## src/rtl/step_pulse_gen_if.sv

```systemverilog
// GPIO0 PIO command/status word pair between the HPS and step_pulse_gen.
interface step_pulse_gen_if;
  logic [31:0] cmd_word;
  logic [31:0] status_word;

  modport master (output cmd_word, input status_word);
  modport slave  (input cmd_word, output status_word);
endinterface

```

## src/rtl/step_pulse_gen.sv

```systemverilog
// Stepper step/dir pulse generator driven by a toggle-handshaked command word from the HPS PIO.
// Optional build macro STEP_ENDSTOP_EN: a synchronised endstop stops the move after the current high pulse.
module step_pulse_gen #(
  parameter int PULSE_W   = 100,
  parameter int DIR_SETUP = 50
) (
  input  logic            clk_clk,
  input  logic            reset_reset,
  step_pulse_gen_if.slave gpio,
  output logic            step_out,
  output logic            dir_out,
  output logic            busy,
  input  logic            endstop
);
  localparam int CNT_W = 17;
  localparam logic [CNT_W-1:0] PULSE_LEN  = CNT_W'(PULSE_W);
  localparam logic [CNT_W-1:0] MIN_PER    = CNT_W'(2 * PULSE_W);
  localparam logic [CNT_W-1:0] HIGH_LAST  = CNT_W'(PULSE_W - 1);
  localparam logic [CNT_W-1:0] SETUP_LAST = CNT_W'(DIR_SETUP - 1);

  typedef enum logic [1:0] {S_IDLE, S_DIR_SETUP, S_STEP_HIGH, S_STEP_LOW} state_t;

  function automatic logic [CNT_W-1:0] clamp_period(input logic [15:0] per);
    logic [CNT_W-1:0] p17;
    p17 = {1'b0, per};
    return (p17 < MIN_PER) ? MIN_PER : p17;
  endfunction

  function automatic logic [CNT_W-1:0] low_last(input logic [CNT_W-1:0] per_eff);
    return per_eff - PULSE_LEN - CNT_W'(1);
  endfunction

  state_t             state_q, state_d;
  logic [CNT_W-1:0]   cnt_q, cnt_d;
  logic [CNT_W-1:0]   per_q, per_d;
  logic [12:0]        rem_q, rem_d;
  logic               step_q, step_d;
  logic               dir_q, dir_d;
  logic               busy_q, busy_d;
  logic               stop_q, stop_d;
  logic               tog_q, tog_d;
  logic               ack_q, ack_d;
  logic               pend_vld_q, pend_vld_d;
  logic               pend_dir_q, pend_dir_d;
  logic [12:0]        pend_cnt_q, pend_cnt_d;
  logic [15:0]        pend_per_q, pend_per_d;
  logic               ovf_q, ovf_d;
  logic               es_hit_q, es_hit_d;

  logic               cmd_tog, cmd_dir, cmd_abort, new_cmd;
  logic [12:0]        cmd_cnt;
  logic [15:0]        cmd_per;

  logic               do_load, ld_dir, stop_req;
  logic [12:0]        ld_cnt;
  logic [15:0]        ld_per;

  assign {cmd_tog, cmd_dir, cmd_abort, cmd_cnt, cmd_per} = gpio.cmd_word;
  assign new_cmd = cmd_tog ^ tog_q;

`ifdef STEP_ENDSTOP_EN
  logic es_p0, es_p1, es_p2, es_evt;

  // Edge-triggered so a move started while the endstop is already high runs normally.
  always_ff @(posedge clk_clk) begin
    if (reset_reset) begin
      es_p0 <= 1'b0;
      es_p1 <= 1'b0;
      es_p2 <= 1'b0;
    end else begin
      es_p0 <= endstop;
      es_p1 <= es_p0;
      es_p2 <= es_p1;
    end
  end

  assign es_evt = es_p1 & ~es_p2 & busy_q;
`else
  logic unused_endstop;
  assign unused_endstop = endstop;
`endif

  always_comb begin
    state_d    = state_q;
    cnt_d      = cnt_q;
    step_d     = step_q;
    dir_d      = dir_q;
    busy_d     = busy_q;
    rem_d      = rem_q;
    per_d      = per_q;
    stop_d     = stop_q;
    tog_d      = cmd_tog;
    ack_d      = ack_q;
    pend_vld_d = pend_vld_q;
    pend_dir_d = pend_dir_q;
    pend_cnt_d = pend_cnt_q;
    pend_per_d = pend_per_q;
    ovf_d      = ovf_q;
    es_hit_d   = es_hit_q;
    do_load    = 1'b0;
    ld_dir     = pend_dir_q;
    ld_cnt     = pend_cnt_q;
    ld_per     = pend_per_q;
    stop_req   = 1'b0;

    case (state_q)
      S_IDLE: begin
        if (pend_vld_q) begin
          do_load    = 1'b1;
          pend_vld_d = 1'b0;
        end
      end
      S_DIR_SETUP: begin
        if (cnt_q == '0) begin
          state_d = S_STEP_HIGH;
          cnt_d   = HIGH_LAST;
          step_d  = 1'b1;
        end else begin
          cnt_d = cnt_q - CNT_W'(1);
        end
      end
      S_STEP_HIGH: begin
        if (cnt_q == '0) begin
          if (stop_q) begin
            stop_req = 1'b1;
          end else begin
            state_d = S_STEP_LOW;
            step_d  = 1'b0;
            cnt_d   = low_last(per_q);
            rem_d   = rem_q - 13'd1;
          end
        end else begin
          cnt_d = cnt_q - CNT_W'(1);
        end
      end
      S_STEP_LOW: begin
        if (cnt_q == '0) begin
          if (rem_q != 13'd0) begin
            state_d = S_STEP_HIGH;
            cnt_d   = HIGH_LAST;
            step_d  = 1'b1;
          end else if (pend_vld_q) begin
            do_load    = 1'b1;
            pend_vld_d = 1'b0;
          end else begin
            state_d = S_IDLE;
            busy_d  = 1'b0;
          end
        end else begin
          cnt_d = cnt_q - CNT_W'(1);
        end
      end
    endcase

    // Every toggle change is acknowledged, including dropped and zero-count commands.
    if (new_cmd) begin
      ack_d = ~ack_q;
      if (cmd_abort) begin
        pend_vld_d = 1'b0;
        ovf_d      = 1'b0;
        es_hit_d   = 1'b0;
        stop_req   = 1'b1;
      end else if (cmd_cnt != 13'd0) begin
        if (!busy_q && !pend_vld_q) begin
          do_load = 1'b1;
          ld_dir  = cmd_dir;
          ld_cnt  = cmd_cnt;
          ld_per  = cmd_per;
        end else if (pend_vld_q) begin
          ovf_d = 1'b1;
        end else begin
          pend_vld_d = 1'b1;
          pend_dir_d = cmd_dir;
          pend_cnt_d = cmd_cnt;
          pend_per_d = cmd_per;
        end
      end
    end

`ifdef STEP_ENDSTOP_EN
    if (es_evt) begin
      es_hit_d   = 1'b1;
      pend_vld_d = 1'b0;
      stop_req   = 1'b1;
    end
`endif

    if (do_load) begin
      busy_d = 1'b1;
      rem_d  = ld_cnt;
      per_d  = clamp_period(ld_per);
      stop_d = 1'b0;
      if (ld_dir != dir_q) begin
        dir_d   = ld_dir;
        state_d = S_DIR_SETUP;
        cnt_d   = SETUP_LAST;
        step_d  = 1'b0;
      end else begin
        state_d = S_STEP_HIGH;
        cnt_d   = HIGH_LAST;
        step_d  = 1'b1;
      end
    end

    // A high pulse already on the pins always runs to its full width before stopping.
    if (stop_req) begin
      if (state_q == S_STEP_HIGH && cnt_q != '0) begin
        stop_d = 1'b1;
      end else begin
        state_d = S_IDLE;
        step_d  = 1'b0;
        busy_d  = 1'b0;
        rem_d   = 13'd0;
        cnt_d   = '0;
        stop_d  = 1'b0;
      end
    end
  end

  always_ff @(posedge clk_clk) begin
    if (reset_reset) begin
      state_q    <= S_IDLE;
      cnt_q      <= '0;
      step_q     <= 1'b0;
      dir_q      <= 1'b0;
      busy_q     <= 1'b0;
      rem_q      <= 13'd0;
      stop_q     <= 1'b0;
      tog_q      <= 1'b0;
      ack_q      <= 1'b0;
      pend_vld_q <= 1'b0;
      ovf_q      <= 1'b0;
      es_hit_q   <= 1'b0;
    end else begin
      state_q    <= state_d;
      cnt_q      <= cnt_d;
      step_q     <= step_d;
      dir_q      <= dir_d;
      busy_q     <= busy_d;
      rem_q      <= rem_d;
      stop_q     <= stop_d;
      tog_q      <= tog_d;
      ack_q      <= ack_d;
      pend_vld_q <= pend_vld_d;
      ovf_q      <= ovf_d;
      es_hit_q   <= es_hit_d;
    end
  end

  always_ff @(posedge clk_clk) begin
    per_q      <= per_d;
    pend_dir_q <= pend_dir_d;
    pend_cnt_q <= pend_cnt_d;
    pend_per_q <= pend_per_d;
  end

  assign step_out         = step_q;
  assign dir_out          = dir_q;
  assign busy             = busy_q;
  assign gpio.status_word = {ack_q, busy_q, pend_vld_q, ovf_q, es_hit_q, 14'd0, rem_q};
endmodule

```

## src/flat_wrapper.sv

```systemverilog
// flat-port wrapper written by rule: the top's interface ports become plain ports
module step_pulse_gen_flat 
#(
  parameter int PULSE_W   = 100,
  parameter int DIR_SETUP = 50
)
  (clk_clk, reset_reset, step_out, dir_out, busy, endstop, gpio_cmd_word, gpio_status_word);
  step_pulse_gen_if gpio_i ();
  input  logic clk_clk;
  input  logic reset_reset;
  output logic step_out;
  output logic dir_out;
  output logic busy;
  input  logic endstop;
  input wire logic [$bits(gpio_i.cmd_word)-1:0] gpio_cmd_word;
  output wire logic [$bits(gpio_i.status_word)-1:0] gpio_status_word;
  assign gpio_i.cmd_word = gpio_cmd_word;
  assign gpio_status_word = gpio_i.status_word;
  step_pulse_gen #(.PULSE_W(PULSE_W), .DIR_SETUP(DIR_SETUP)) u_core (.clk_clk(clk_clk), .reset_reset(reset_reset), .gpio(gpio_i), .step_out(step_out), .dir_out(dir_out), .busy(busy), .endstop(endstop));
endmodule
```

## config.mk

```make
export PLATFORM = sky130hd
export DESIGN_NAME = step_pulse_gen_flat
export DESIGN_NICKNAME = d
export VERILOG_FILES = /design/src/rtl/step_pulse_gen_if.sv /design/src/rtl/step_pulse_gen.sv /design/src/flat_wrapper.sv
export SDC_FILE = /design/constraint.sdc
export NUM_CORES = 1
export LEC_CHECK = 0
export BUFFER_PORTS_ARGS = -buffer_cell sky130_fd_sc_hd__buf_4
export CAP_MARGIN = 20
export CORE_AREA = 4 4 155 157
export DETAILED_ROUTE_END_ITERATION = 7
export DIE_AREA = 0 0 159 161
export MAX_ROUTING_LAYER = met4
export PLACE_DENSITY_LB_ADDON = 0.25
export SLEW_MARGIN = 20
export SYNTH_ARGS = -nofsm -noshare
export SYNTH_HDL_FRONTEND = slang
export SYNTH_SLANG_ARGS = --single-unit
```

## constraint.sdc

```tcl
create_clock -name clk_clk -period 4.8 [get_ports clk_clk]
set_input_delay 0.24 -clock clk_clk [delete_from_list [all_inputs] [get_ports clk_clk]]
set_output_delay 0.24 -clock clk_clk [all_outputs]
set_load 0.1 [all_outputs]
```

[Word level (Yosys, flattened, before mapping)]
Index checks and enable logic that the tools add are counted.
Widths: inputs -> output; s select.
Operators by class
  $add $sub $neg: 4
  $lt $le $gt $ge: 1
  eq/ne operators: 5
  multiplexer cells: 84
  bitwise logic cells: 5
  reduce and logical (&&, ||, !) cells: 15
Operators with widths (count)
  $mux 17: 8
  $mux 13: 10
  $mux 16: 4
  $pmux 17 s3: 1
  $mux 1: 46
  $sub 17x1->17 const B: 2
  $reduce_bool 13->1: 2
  $mux 2: 10
  $logic_not 17->1: 1
  $reduce_bool 17->1: 1
  $sub 17x7->17 const B: 1
  $lt 16x8->1 const B: 1
  $sub 13x1->13 const B: 1
  $mux 7: 1
  $pmux 2 s3: 1
  $reduce_bool 2->1: 3
  $reduce_and 5->1: 1
  $eq 2x2->1 const B: 2
  $not 1->1: 4
  $pmux 1 s2: 2
  $reduce_and 4->1: 1
  $pmux 1 s3: 1
  $eq 2x1->1 const B: 1
  $logic_and 1x1->1: 2
  6 further kinds: 7
Word-level totals
  register bits: 87
  bits of input ports: 35
  output and inout port bits: 35
  word-level logic and storage cells: 130

[Depth between registers and ports, before layout]
Gate-level depths: netlist (run 1).
  depth after elaboration: 11
  mapped depth: 10
  mapped depth without buffers: 9

[Worst setup path after synthesis (run 1)]
Ideal clock, no wire load.
  path kind: reg-to-reg
  start point: register u_core.busy_q, in the netlist u_core.busy
  end point: register u_core.pend_cnt_q[0], enable pin
  setup time: 0.455 ns
  data arrival time: 3.199 ns
  data required time: 4.345 ns
  slack: 1.146 ns
  cell stages (with the launch flop): 3
  buffers on the path: 0
  period minus slack after synthesis: 3.654 ns
  cell sequence: dfxtp_1 nand2_1 nor3_1
On the way
  cells in the longest elaborated chain, start to end: 4
RTL lines
  from (decl): line step_pulse_gen.sv:39  | logic busy_q, busy_d;
  from (signal assigned): line step_pulse_gen.sv:239  | busy_q <= busy_d;
  $logic_not 1->1: line step_pulse_gen.sv:164  | if (!busy_q && !pend_vld_q) begin
  $logic_and 1x1->1: line step_pulse_gen.sv:164
  $not 1->1 (no source line)
  $reduce_and 5->1 (no source line)
  to (signal assigned): line step_pulse_gen.sv:253  | pend_cnt_q <= pend_cnt_d;
  to (decl): line step_pulse_gen.sv:45  | logic [12:0] pend_cnt_q, pend_cnt_d;
Every way passes these cells.
A chain may end at the register's enable or synchronous reset.

[Worst setup path in the final report (run 1)]
  start point: register u_core.rem_q[0]
  end point: register u_core.cnt_q[15]
On the way
  cells in the longest elaborated chain, start to end: 11
  elaborated cells on any way between the ends: 14
  classes of those cells: mux (13); reduce/logical (1)
RTL lines
  from (decl): line step_pulse_gen.sv:36  | logic [12:0] rem_q, rem_d;
  from (signal assigned): line step_pulse_gen.sv:240  | rem_q <= rem_d;
  $reduce_bool 13->1 (*): line step_pulse_gen.sv:138  | if (rem_q != 13'd0) begin
  $mux 1: line step_pulse_gen.sv:138
  $mux 1: line step_pulse_gen.sv:137  | if (cnt_q == '0) begin
  $pmux 1 s2: line step_pulse_gen.sv:106  | case (state_q)
  $mux 1: line step_pulse_gen.sv:164
  $mux 1: line step_pulse_gen.sv:163  | end else if (cmd_cnt != 13'd0) begin
  $mux 1: line step_pulse_gen.sv:158  | if (cmd_abort) begin
  $mux 1: line step_pulse_gen.sv:156  | if (new_cmd) begin
  $mux 17 (*): line step_pulse_gen.sv:188  | if (do_load) begin
  $mux 17: line step_pulse_gen.sv:207  | if (state_q == S_STEP_HIGH && cnt_q != '0) begin
  $mux 17 (*): line step_pulse_gen.sv:206  | if (stop_req) begin
  to (signal assigned): line step_pulse_gen.sv:236  | cnt_q <= cnt_d;
  to (decl): line step_pulse_gen.sv:34  | logic [CNT_W-1:0] cnt_q, cnt_d;
Mark *: on every way between the ends. The rest lies on a longest branch, timed or not.

==> metrics.cfg, run 1 <==
[critical_path]
endpoint_kind = flop
criticalPathCategory = flop to flop
slowest_stage = o31ai_4
setup.worst_path.start_class = flop
ff2ff_setup_slack_ps = 1840
worstSetupStartpoint = u_core.rem_q[0]
timing.rr.end = u_core.cnt_q[15]
r2r_cells = 8
worstPathMaxFanout = 14
regToRegStartpoint = u_core.rem_q[0]
cp-endpoint = u_core.cnt_q[15]
path_cells = inv_1, ha_1, nor4b_1, nand4_1, o31ai_4, nand2_4, nand2_1, nor4_1
cp.required_ps = 5010
cp.arrival_ps = 3170
max_stage_delay_ps = 490

[timing]
max_slew_margin_pct = 42.4
slew_viol_final = 0
clock_skew_ps = 9.46
worstMarginPinSlew_ps = 861
setup_viol = 0
fin_tns_setup_ps = 0
period_share_pct = 61.6
hold_viol = 0
holdWs_ps = 75.9
fmax_ghz = 0.338
rsz0062_at_grt = no
period_minus_slack_ps = 2960

[routing]
num_vias = 4226
drt_iter0_markers = 196
post_drt_wl_per_cell_um = 16.2
drtPass1Iterations = 4
drcViolationCount = 0
vias_per_cell = 4.78
ant_nets = 0
finalWirelength_um = 14300

[clock_tree]
cts-root-buf = clkbuf_16
clk_pin_slew_ps = 60
cts_setup_buffers = 0
cts_max_level = 3
cts-resized-gates = 0
cts_tree = done
cts-buffers-inserted = 9
cts.sinks = 86
cts_max_path_buffers = 2
clock_latency_ps = 350
postCtsHoldBufs = 0

[floorplanning]
start_util_pct = 22.8
rows = 55
core_um2 = 22500
die_x_um = 159
io_pins = 70
die_h_um = 161
dieArea_um2 = 25600

[cells_and_area]
fin_area_um2 = 6040
syn2layout_area_growth_pct = 17.6
drive_gt1_share_pct = 17.5
nNetsFinal = 640
n_antenna_cell = 0
mostFrequentLayoutCells = nand2_1 (82), buf_4 (61), edfxtp_1 (46)
final_common_cell = nand2_1

[power]
share_comb_of_total_power_pct = 35.9
pwr-share-clk_pct = 29.1
ir_drop_v = 0.000181
swShare_pct = 40.0
power_frac_seq_pct = 35.0
powerDensity_nw_per_um2 = 422
intPower_uw = 1530
p_leak_uw = 0.00227
p_switching_uw = 1020

[synthesis]
yosys_warnings = 0
synth_flop_cell = edfxtp_1
syn_avg_cell_area_um2 = 9.29
ys_ff_latch = 86
synth_edf_count = 46
synthCells = 553
syn_area_um2 = 5140
seq_area_frac_synth_pct = 42.5
ys_async_sr_fraction_pct = 0
yosysUniqueCellTypes = 74

[grt]
overflow = 0
grt_start_max_net_pins = 31
first_global_vias = 4141
grt_pass1_wl_um = 23200
grt_usage_pct = 11.6
antenna_found_initial = 0

[status]
status = finished, final reports clean

[place]
hpwl_um = 10300
io_buffers = 53
dpl-instance-area_um2 = 5730
gp_congestion = 0.797

[job]
max-cap-violations = 0

[hold_path]
hp-class = input port to flop

[synth_stat cells (8+ instances only)]
cell	number	share of area, %
edfxtp_1	46	27
mux2i_1	8	1.6
o21ai_0	22	2.1
ha_1	10	2.4
a21oi_1	38	3.7
nor4_1	15	1.8
buf_4	22	3.2
inv_1	17	1.2
o21ai_1	11	1.1
nor2_1	33	2.4
nor3_1	18	1.8
a211oi_1	8	1.2
or3_1	10	1.2
nand2_1	82	6.0
clkbuf_1	16	1.2
xor2_1	20	3.4
dfxtp_1	40	16
[cell families after synthesis]
group	count (synthesis)	share of synthesized area (%)
XOR/XNOR	27	4.60
AO/OA/AOI/OAI	141	19.2
multiplexers	8	1.56
buffers and inverters	62	6.86
flip-flops	86	42.5
adder cells (fa/ha/maj)	10	2.43
other	1	0.0730
AND/OR/NAND/NOR	218	22.9
[sequential cells by signal, indices dropped and copies added, names as in the netlist, 2 cells and up]
register	cells
u_core.rem_q	13
u_core.pend_cnt_q	13
u_core.cnt_q	17
u_core.per_q	16
u_core.pend_per_q	16
u_core.state_q	2
[layout make-up]
cell class                 count  area (um2)
clock buffer                  12         256
clock inverter                 4        53.8
fill                        2386       16500
inverter                      18        72.6
multi-input combinational    419        2660
sequential                    86        2180
tap                          285         357
timing repair buffer          61         458
[routing by layer]
layer,part of all wire (%),vias to the layer above,global-route usage [%]
li1,-,2105,-
met1,47,1999,15.5
met2,46,105,17.9
met3,4.8,17,1.91
met4,1.8,0,4.06
met5,0,-,-
[worst min path at each step]
| stage | from | to | depth (start not counted) |
|---|---|---|---|
| finish | gpio_cmd_word[2] | u_core.pend_per_q[2] | 1 |
| global route | gpio_cmd_word[2] | u_core.pend_per_q[2] | 1 |
| CTS | gpio_cmd_word[2] | u_core.pend_per_q[2] | 1 |
| detailed placement | gpio_cmd_word[2] | u_core.pend_per_q[2] | 1 |
| global placement | gpio_cmd_word[0] | u_core.pend_per_q[0] | 1 |
| floorplan | reset_reset | u_core.tog_q | 1 |
[power by group through the flow]
stage	Combinational (uW)	Sequential, uW	Clock (uW)
6_report	915	892	741
2_1_floorplan	638	987	0
5_1_grt	998	901	792
3_5_place_dp	918	908	0
4_1_cts	921	892	762
3_3_place_gp	918	909	0
[through the flow]
stage	cells	util [%]	power (uW)	setup slack (ps)
after global placement	869	25.5	1830	1830
after floorplan	567	-	1630	1150
after CTS	885	26.9	2580	1820
final	885	26.9	2550	1840
after detailed placement	869	25.5	1830	1830
after global routing	885	26.9	2690	1510
[critical path, delay by kind of cell (launching register included)]
kind,cells,cell delay (ps)
flops,1,330
compound gates,1,490
buf+inv,1,90
fa+ha+maj,1,200
simple gates,5,1680
No activity file was read; power rests on OpenSTA's default activity.
==> run 2, diff against run 1 <==
- clock period: 4.8 -> 2.4 ns (I/O delays scaled with it)
==> run 2 against run 1 <==
  * Clock skew barely moved
  * Cell area increased by 15%
  * Sequential cell count stayed put
  * Clock power grew 85%
  * Sequential power grew 100%
  * Global-route usage is 0.43 points higher
  * First-iteration DRC count down 6.1%
  * Combinational power grew to 2.5 times the previous value
  * Clock-buffer cell count down 3
  * Via count rose by 8.7%
  * Critical endpoint is now u_core.cnt_q[6]
==> metrics.cfg, run 2 (same netlist as run 1, synthesis figures left out) <==
[cells_and_area]
n_antenna_cell = 0  ; unchanged
final_common_cell = buf_4
final_cells = 968  ; +9.4%
nNetsFinal = 723  ; +13%
fill_cells = 2325  ; -2.6%
reg_top3 = u_core.cnt_q x17, u_core.pend_per_q x16, u_core.per_q x16
syn2layout_area_growth_pct = 35.2
largest_register = u_core.cnt_q
drive_gt1_share_pct = 28.1  ; +11 points
mostFrequentLayoutCells = buf_4 (105), nand2_1 (81), edfxtp_1 (46)
largest_reg_flops = 17  ; unchanged
multi_input_area_um2 = 2830  ; +6.2%
regArea_um2 = 2200  ; +1.0%

[power]
report.power.total_uw = 5470  ; +110%
ir_drop_v = 0.000346  ; +91%
p_leak_uw = 0.00271  ; +19%
powerDensity_nw_per_um2 = 787  ; +87%

[timing]
period_share_pct = 96.0  ; +34 points
slew_viol_final = 0  ; unchanged
period_minus_slack_ps = 2300  ; -655 ps
setup_viol = 0  ; unchanged
fin_tns_setup_ps = 0  ; unchanged
rsz0062_at_grt = yes
fmax_ghz = 0.434  ; +28%
clock_skew_ps = 9.33  ; -0.130 ps
worstMarginPinSlew_ps = 622  ; -239 ps
hold_viol = 0  ; unchanged
max_slew_margin_pct = 58.5  ; +16 points

[critical_path]
setup.worst_path.start_class = flop
cp.required_ps = 2650  ; -2360 ps
endpoint_kind = flop
worstPathMaxFanout = 8  ; -6
regToRegStartpoint = u_core.cnt_q[1]
timing.rr.end = u_core.cnt_q[6]
ff2ff_setup_slack_ps = 100  ; -1740 ps
criticalPathCategory = flop to flop
cp.arrival_ps = 2550  ; -620 ps
r2r_cells = 8  ; unchanged

[clock_tree]
cts.sinks = 86  ; unchanged
cts_max_level = 3  ; unchanged
cts_tree = done
clk_pin_slew_ps = 60  ; about the same
clock_latency_ps = 350  ; about the same
cts-buffers-inserted = 9  ; unchanged
cts_max_path_buffers = 2  ; unchanged
cts-root-buf = clkbuf_16

[grt]
grt_usage_pct = 12.0  ; +0.43 points
overflow = 0  ; unchanged
grt_pass1_wl_um = 24500  ; +5.6%
grt_start_max_net_pins = 31  ; unchanged
antenna_found_initial = 0  ; unchanged
first_global_vias = 4650  ; +12%

[hold_path]
hp-start = gpio_cmd_word[21]
hold_depth = 3  ; +2
whs_endpoint = u_core.rem_q[5]
hp-class = input port to flop

[place]
hpwl_um = 11200  ; +8.8%
gp_congestion = 0.831  ; +4.2%
dp_cells = 912  ; +4.9%
io_buffers = 53  ; unchanged

[routing]
drt_iter0_markers = 184  ; -6.1%
num_vias = 4592  ; +8.7%
vias_per_cell = 4.74  ; -0.66%
ant_nets = 0  ; unchanged
drcViolationCount = 0  ; unchanged
finalWirelength_um = 15200  ; +5.7%
drtPass1Iterations = 5  ; +1
post_drt_wl_per_cell_um = 15.7  ; -3.3%

[status]
status = finished, final reports clean

[floorplanning]
die_x_um = 159  ; unchanged
die_h_um = 161  ; unchanged
io_pins = 70  ; unchanged
core_um2 = 22500  ; unchanged
start_util_pct = 22.8  ; unchanged
dieArea_um2 = 25600  ; unchanged
rows = 55  ; unchanged

[job]
max-cap-violations = 0  ; unchanged

run 2: cell count changes in the layout (fill, tap and decap cells not counted), sizes merged:
cell,before,now
dlygate4sd3,0,32
inv,19,21
buf,61,112
bufinv,1,0
clkbuf,12,9
clkinv,0,1
clkinvlp,2,3
run 2: metrics by stage:
| step | hold WS (ps) | utilization [%] | setup slack, ps | cell area, um2 |
|---|---|---|---|---|
| global route | 88.8 | 30.9 | -43.8 | 6950 |
| global placement | 310 | 27.2 | 2.64 | 6130 |
| finish | 83.6 | 30.9 | 97.1 | 6950 |
| detailed placement | 312 | 27.2 | -16.1 | 6130 |
| CTS | 74.0 | 29.9 | 19.4 | 6730 |
| floorplan | 192 | - | 17.2 | 5250 |
run 2: report_power, final:
part / total, uW / leakage [uW] / switching (uW) / internal [uW]
clock network: 1370 / 0.000130 / 652 / 715
registers: 1780 / 0.000754 / 112 / 1670
logic: 2320 / 0.00182 / 1470 / 850
total: 5470 / 0.00271 / 2230 / 3240
run 2: cell type report:
cell class	instances	area share [%]
multi-input cells	419	40.7
well taps	285	5.13
clock inverters	7	0.810
flip-flops and latches	86	31.7
inverters	18	1.04
repair buffers	144	17.4
clock buffers	9	3.24
run 2: how the worst max path moves through the flow:
stage	to	cells past startpoint	from
3_5_place_dp	u_core.rem_q[7]	6	u_core.cnt_q[6]
5_1_grt	u_core.cnt_q[13]	10	u_core.cnt_q[1]
3_3_place_gp	u_core.rem_q[9]	8	u_core.cnt_q[1]
2_1_floorplan	u_core.rem_q[0]	9	u_core.rem_q[0]
6_report	u_core.cnt_q[6]	8	u_core.cnt_q[1]
4_1_cts	u_core.rem_q[8]	10	u_core.cnt_q[1]
run 2: worst max-delay path, stage by stage (launching register included):
cell      delay (ps)
dfxtp_1          340
inv_1            110
ha_1             160
nor4b_4          250
nand4_4          260
or3_4            450
o21ai_0          300
a211oi_1         140
o21a_1           190
run 2: layer usage:
metal / global-route usage (%) / wire length [um]
met1: 15.3 / 7150
met2: 19.6 / 7310
met3: 1.33 / 440
met4: 4.97 / 259
met5: - / 0
run 2: what timing repair did:
action / in CTS / in global routing
setup endpoints to repair: 7 / 51
hold buffers: 32 / 0
endpoints found under the hold margin: 43 / 0
pin swaps: 0 / 8
cloned: 0 / 1
resized for setup: 1 / 29
setup buffers: 0 / 7
